## src/rtl/rng_word_packer.sv

```systemverilog
// Von Neumann debiaser and WIDTH-bit word packer for the hysteresis RNG core, with a one-word output holding register.
// Optional raw-bit repetition-count health test when RNG_PACK_RCT_EN is defined.
module rng_word_packer #(
  parameter int unsigned WIDTH      = 32,
  parameter int unsigned RCT_CUTOFF = 16
) (
  input  logic             clk,
  input  logic             rst_b,
  input  logic             bit_valid,
  input  logic             bit_in,
  input  logic             word_ready,
  output logic             word_valid,
  output logic [WIDTH-1:0] word,
  output logic [7:0]       drop_cnt,
  output logic             hlth_fail
);

  localparam int unsigned CNT_W    = $clog2(WIDTH);
  localparam int unsigned DROP_W   = 8;
  localparam int unsigned RUN_W    = 8;
  localparam logic [DROP_W-1:0] DROP_MAX = '1;

  if (WIDTH < 2 || WIDTH > 64) begin : g_bad_width
    $error("rng_word_packer: WIDTH out of range 2..64");
  end
  if (RCT_CUTOFF < 2 || RCT_CUTOFF > 255) begin : g_bad_cutoff
    $error("rng_word_packer: RCT_CUTOFF out of range 2..255");
  end

  typedef enum logic {
    IDLE = 1'b0,
    HALF = 1'b1
  } pair_state_e;

  pair_state_e       state_q, state_d;
  logic              a_q, a_d;
  logic [WIDTH-2:0]  acc_q, acc_d;
  logic [CNT_W-1:0]  cnt_q, cnt_d;
  logic [WIDTH-1:0]  word_q, word_d;
  logic              word_valid_q, word_valid_d;
  logic [DROP_W-1:0] drop_cnt_q, drop_cnt_d;

  logic              emit;
  logic              complete;
  logic              load_block;
  logic [WIDTH-1:0]  acc_shift;

  // Corrector, accumulator and output holding register next-state.
  always_comb begin
    state_d      = state_q;
    a_d          = a_q;
    acc_d        = acc_q;
    cnt_d        = cnt_q;
    word_d       = word_q;
    word_valid_d = word_valid_q;
    drop_cnt_d   = drop_cnt_q;
    emit         = 1'b0;
    complete     = 1'b0;
    acc_shift    = {acc_q, a_q};

    if (bit_valid) begin
      if (state_q == IDLE) begin
        a_d     = bit_in;
        state_d = HALF;
      end else begin
        state_d = IDLE;
        emit    = (bit_in != a_q);
      end
    end

    // The accumulator only ever holds WIDTH-1 bits; the completing bit goes straight to the output.
    if (emit) begin
      if (cnt_q == CNT_W'(WIDTH - 1)) begin
        complete = 1'b1;
        acc_d    = '0;
        cnt_d    = '0;
      end else begin
        acc_d = acc_shift[WIDTH-2:0];
        cnt_d = cnt_q + CNT_W'(1);
      end
    end

    if (word_valid_q && word_ready) begin
      word_valid_d = 1'b0;
    end

    if (complete && !load_block) begin
      if (!word_valid_q || word_ready) begin
        word_d       = acc_shift;
        word_valid_d = 1'b1;
      end else if (drop_cnt_q != DROP_MAX) begin
        drop_cnt_d = drop_cnt_q + DROP_W'(1);
      end
    end
  end

  always_ff @(posedge clk or negedge rst_b) begin
    if (!rst_b) begin
      state_q      <= IDLE;
      a_q          <= 1'b0;
      acc_q        <= '0;
      cnt_q        <= '0;
      word_q       <= '0;
      word_valid_q <= 1'b0;
      drop_cnt_q   <= '0;
    end else begin
      state_q      <= state_d;
      a_q          <= a_d;
      acc_q        <= acc_d;
      cnt_q        <= cnt_d;
      word_q       <= word_d;
      word_valid_q <= word_valid_d;
      drop_cnt_q   <= drop_cnt_d;
    end
  end

`ifdef RNG_PACK_RCT_EN
  logic [RUN_W-1:0] run_q, run_d;
  logic             prev_q, prev_d;
  logic             hlth_fail_q, hlth_fail_d;

  // Run length of identical raw samples; run_q==0 means no sample seen since reset.
  always_comb begin
    run_d       = run_q;
    prev_d      = prev_q;
    hlth_fail_d = hlth_fail_q;
    if (bit_valid) begin
      prev_d = bit_in;
      if (run_q != '0 && bit_in == prev_q) begin
        run_d = (run_q == '1) ? run_q : run_q + RUN_W'(1);
      end else begin
        run_d = RUN_W'(1);
      end
      if (run_d == RUN_W'(RCT_CUTOFF)) begin
        hlth_fail_d = 1'b1;
      end
    end
  end

  always_ff @(posedge clk or negedge rst_b) begin
    if (!rst_b) begin
      run_q       <= '0;
      prev_q      <= 1'b0;
      hlth_fail_q <= 1'b0;
    end else begin
      run_q       <= run_d;
      prev_q      <= prev_d;
      hlth_fail_q <= hlth_fail_d;
    end
  end

  assign load_block = hlth_fail_q;
  assign hlth_fail  = hlth_fail_q;
`else
  assign load_block = 1'b0;
  assign hlth_fail  = 1'b0;
`endif

  assign word_valid = word_valid_q;
  assign word       = word_q;
  assign drop_cnt   = drop_cnt_q;

endmodule
```

## config.mk

```make
export PLATFORM = sky130hd
export DESIGN_NAME = rng_word_packer
export DESIGN_NICKNAME = d
export VERILOG_FILES = /design/src/rtl/rng_word_packer.sv
export SDC_FILE = /design/constraint.sdc
export NUM_CORES = 1
export LEC_CHECK = 0
export CORE_ASPECT_RATIO = 0.7
export CORE_MARGIN = 10
export CORE_UTILIZATION = 51
export CTS_BUF_LIST = sky130_fd_sc_hd__clkbuf_8
export DETAILED_ROUTE_END_ITERATION = 8
export HOLD_SLACK_MARGIN = 0.15
export PLACE_DENSITY = 0.82
export SLEW_MARGIN = 5
export SYNTH_ARGS = -nofsm -noshare
export SYNTH_HDL_FRONTEND = slang
export SYNTH_SLANG_ARGS = --single-unit
```

## constraint.sdc

```tcl
create_clock -name clk -period 1.79 [get_ports clk]
set_clock_uncertainty 0.15 [all_clocks]
set_input_delay 0.358 -clock clk [delete_from_list [all_inputs] [get_ports clk]]
set_output_delay 0.358 -clock clk [all_outputs]
set_load 0.02 [all_outputs]
```

==> key figures <==
Power and ir drop
  • Pwr Density: 964 mW/mm^2
  • Pleak: 0.00233 uW
  • Worst VDD drop: 0.510 mV

Placement
  • Final Wtd Congestion: 0.778
  • Dpl hpwl: 4650 um
  • Port Buffer Count: 45

Logic synthesis
  • Post-synthesis register bit count: 79
  • Mean post-synth cell area: 11.8 sq um
  • Syn Nets: 289
  • Seq/Total Area, Yosys: 59.8%
  • Mapped Area: 0.00331 sq mm
  • FFs w/ async S/R, synth: 100%
  • Post-synthesis cell count: 281
  • Top FF cell, synth: dfrtp_1
  • Number of synthesized flops with an enable pin: 0
  • Post-synthesis cell type count: 35
  • Synth warnings: 0

Floorplan
  • Die H: 87.4 um
  • Core area: 0.00625 sq mm
  • Num rows: 24
  • Io pins: 47
  • Die Area: 0.0102 sq mm
  • DIE WIDTH: 116 um
  • Initial Util: 52.9%

Critical path
  • R2r startpoint: cnt_q[0]
  • Setup slack, reg-to-reg: -0.19 ns
  • Worst setup path end: drop_cnt[1]
  • Worst Setup End Kind: flip-flop
  • CP Class: flip-flop to flip-flop
  • Worst Reg2Reg Path Length in Cells: 5
  • Worst setup SP type: flip-flop
  • R2R Path End: drop_cnt[1]
  • Critical Path AT: 2.07 ns
  • CP Launch Point: cnt_q[0]
  • Worst Path Required: 1.88 ns
  • Crit-path max FO: 4

Job
  • Max-Cap Viols: 0

STA
  • Hold Violations, Final: 0
  • Unrepaired setup endpoints after global routing: yes
  • Setup violations, final: 41
  • Fmax: 505 MHz
  • Max Transition Viols Final: 0
  • Hold slack: 0.312 ns
  • Final min period: 1.98 ns
  • Setup ws final: -0.191 ns
  • Ratio of final minimum period to clock period: 111%

Layout
  • Ant. Diodes: 0
  • Multi-input gate area: 0.00135 sq mm
  • Sequential cell area: 0.00199 sq mm
  • Number of fill cells: 486
  • Commonest non-fill, non-tap cells in the layout: nand2_1, dfrtp_1, dlygate4sd2_1, mux2_2, nand3b_1
  • Area growth syn-to-layout: 30.5%
  • Most common cell after layout, fill and taps aside: nand2_1
  • Layout cells sized above 1: 30.3%
  • Final #Nets: 363
  • Fin util: 69.1%

Global route
  • Tot GR Track Use: 15.0%
  • Largest net degree at the start of global routing: 62
  • Vias in the first global route: 2440
  • Grt ovf: 0
  • Initial antenna violation count: 0
  • First-pass GRT wire length: 12000 um

Outcome
  • Status: finished, violations left
  • Failing checks: negative setup slack

Route
  • Final WL: 6880 um
  • Antenna-violating nets left: 0
  • Avg WL per Cell: 15.7 um
  • First-pass detailed-route iteration total: 5
  • Remaining DRCs: 0
  • Via density: 5.22
  • Initial drt markers: 99
  • Via count: 2288

CTS
  • CTS Buf Count: 9
  • Clk slew on worst S/H paths: 0.09 ns
  • Worst-Skew Late Latency: 0.36 ns
  • Max H-tree Level: 3
  • Clock Path Buffers: 2
  • CTS tree: done
  • CTS Root Cell: clkbuf_8
  • Sink Count: 79

Min path
  • Min-delay worst type: primary input to async pin
[final cells by class]
| class | count | share of cell area, % |
|---|---|---|
| well taps | 78 | 2.26 |
| inverters | 1 | 0.0870 |
| multi-input cells | 185 | 31.2 |
| repair buffers | 79 | 16.1 |
| clock inverters | 7 | 1.42 |
| clock buffers | 9 | 2.87 |
| flip-flops and latches | 79 | 46.1 |
[cell families (layout without fill, tap and decap cells)]
family / count (synthesis) / in the layout / share of synthesized area (%)
buffers and inverters: 17 / 96 / 2.23
DFF: 79 / 79 / 59.8
and+or+nand+nor: 131 / 131 / 20.7
muxes: 39 / 39 / 13.3
other: 1 / 1 / 0.113
adders and majority gates: 3 / 3 / 1.14
AOI/OAI and AO/OA: 6 / 6 / 1.14
xor gates and xnor gates: 5 / 5 / 1.55
[registers in the layout (all words and copies together) (netlist names)]
| register | flops |
|---|---|
| a_q | 1 |
| acc_q | 31 |
| cnt_q | 5 |
| drop_cnt | 8 |
| state_q | 1 |
| word | 32 |
| word_valid | 1 |
[through the flow]
step	setup TNS, ns	area (sq um)	total power, uW	std cells	worst slack [ns]
after global routing	-4.01	4310	4410	438	-0.222
after CTS	-2.08	4300	4210	438	-0.180
final	-2.21	4310	4160	438	-0.191
after floorplan	-0.137	3370	2590	281	-0.137
after detailed placement	-33.44	4090	2950	418	-0.559
after global placement	-24.82	4090	2890	418	-0.463
[per-layer routing]
metal | share of wire [%] | global-route usage [%]
met1 | 43 | 18.0
met2 | 49 | 24.1
met3 | 6.8 | 6.96
met4 | 1.0 | 3.85
met5 | 0 | 0
[power breakdown]
group          switching [uW]  leakage (uW)  total [uW]  internal (uW)
sequential                145       0.00106        2110           1970
clock                     710     0.0000892        1240            532
combinational             444       0.00118         802            358
total                    1300       0.00233        4160           2860
[cells in the mapped netlist (2+ instances only)]
| master | n | area (sq um) |
|---|---|---|
| nor2_1 | 4 | 15.0 |
| mux2_2 | 34 | 383 |
| xor2_1 | 3 | 26.3 |
| nand3b_1 | 31 | 233 |
| nand3_1 | 3 | 15.0 |
| nand2b_1 | 4 | 25.0 |
| clkbuf_1 | 10 | 37.5 |
| and2_1 | 2 | 12.5 |
| and3b_1 | 2 | 17.5 |
| mux2_1 | 2 | 22.5 |
| dfrtp_1 | 79 | 1980 |
| mux2i_1 | 2 | 20.0 |
| nand2_1 | 72 | 270 |
| ha_1 | 3 | 37.5 |
| o21ai_0 | 2 | 10.0 |
| and3_1 | 4 | 25.0 |
| buf_2 | 5 | 25.0 |
| nand4_1 | 2 | 12.5 |
[worst max-delay path: stages, from the launching register on]
cell     delay [ns]
dfrtp_1        0.39
ha_2           0.20
and3_4         0.19
ha_4           0.16
or4b_4         0.48
mux2_4         0.31
[what timing repair did]
item                                    in CTS  in global routing
endpoints found under the hold margin       79                  0
setup buffers                                3                  0
pin swaps                                    5                  1
resized for setup                           52                  7
cloned                                       0                  0
endpoints found under the setup margin     115                 51
hold buffers                                 1                  0
[how the worst min path moves through the flow]
stage               end  slack [ns]  startpoint  depth (start not counted)
2_1_floorplan       a_q       -0.09       rst_b                          0
6_report        word[6]        0.31       rst_b                          2
3_3_place_gp    word[6]         0.1       rst_b                          1
3_5_place_dp    word[6]        0.11       rst_b                          1
5_1_grt        acc_q[2]        0.32       rst_b                          2
4_1_cts         word[6]        0.30       rst_b                          2
Note: power is estimated with default switching activity, not from simulation.
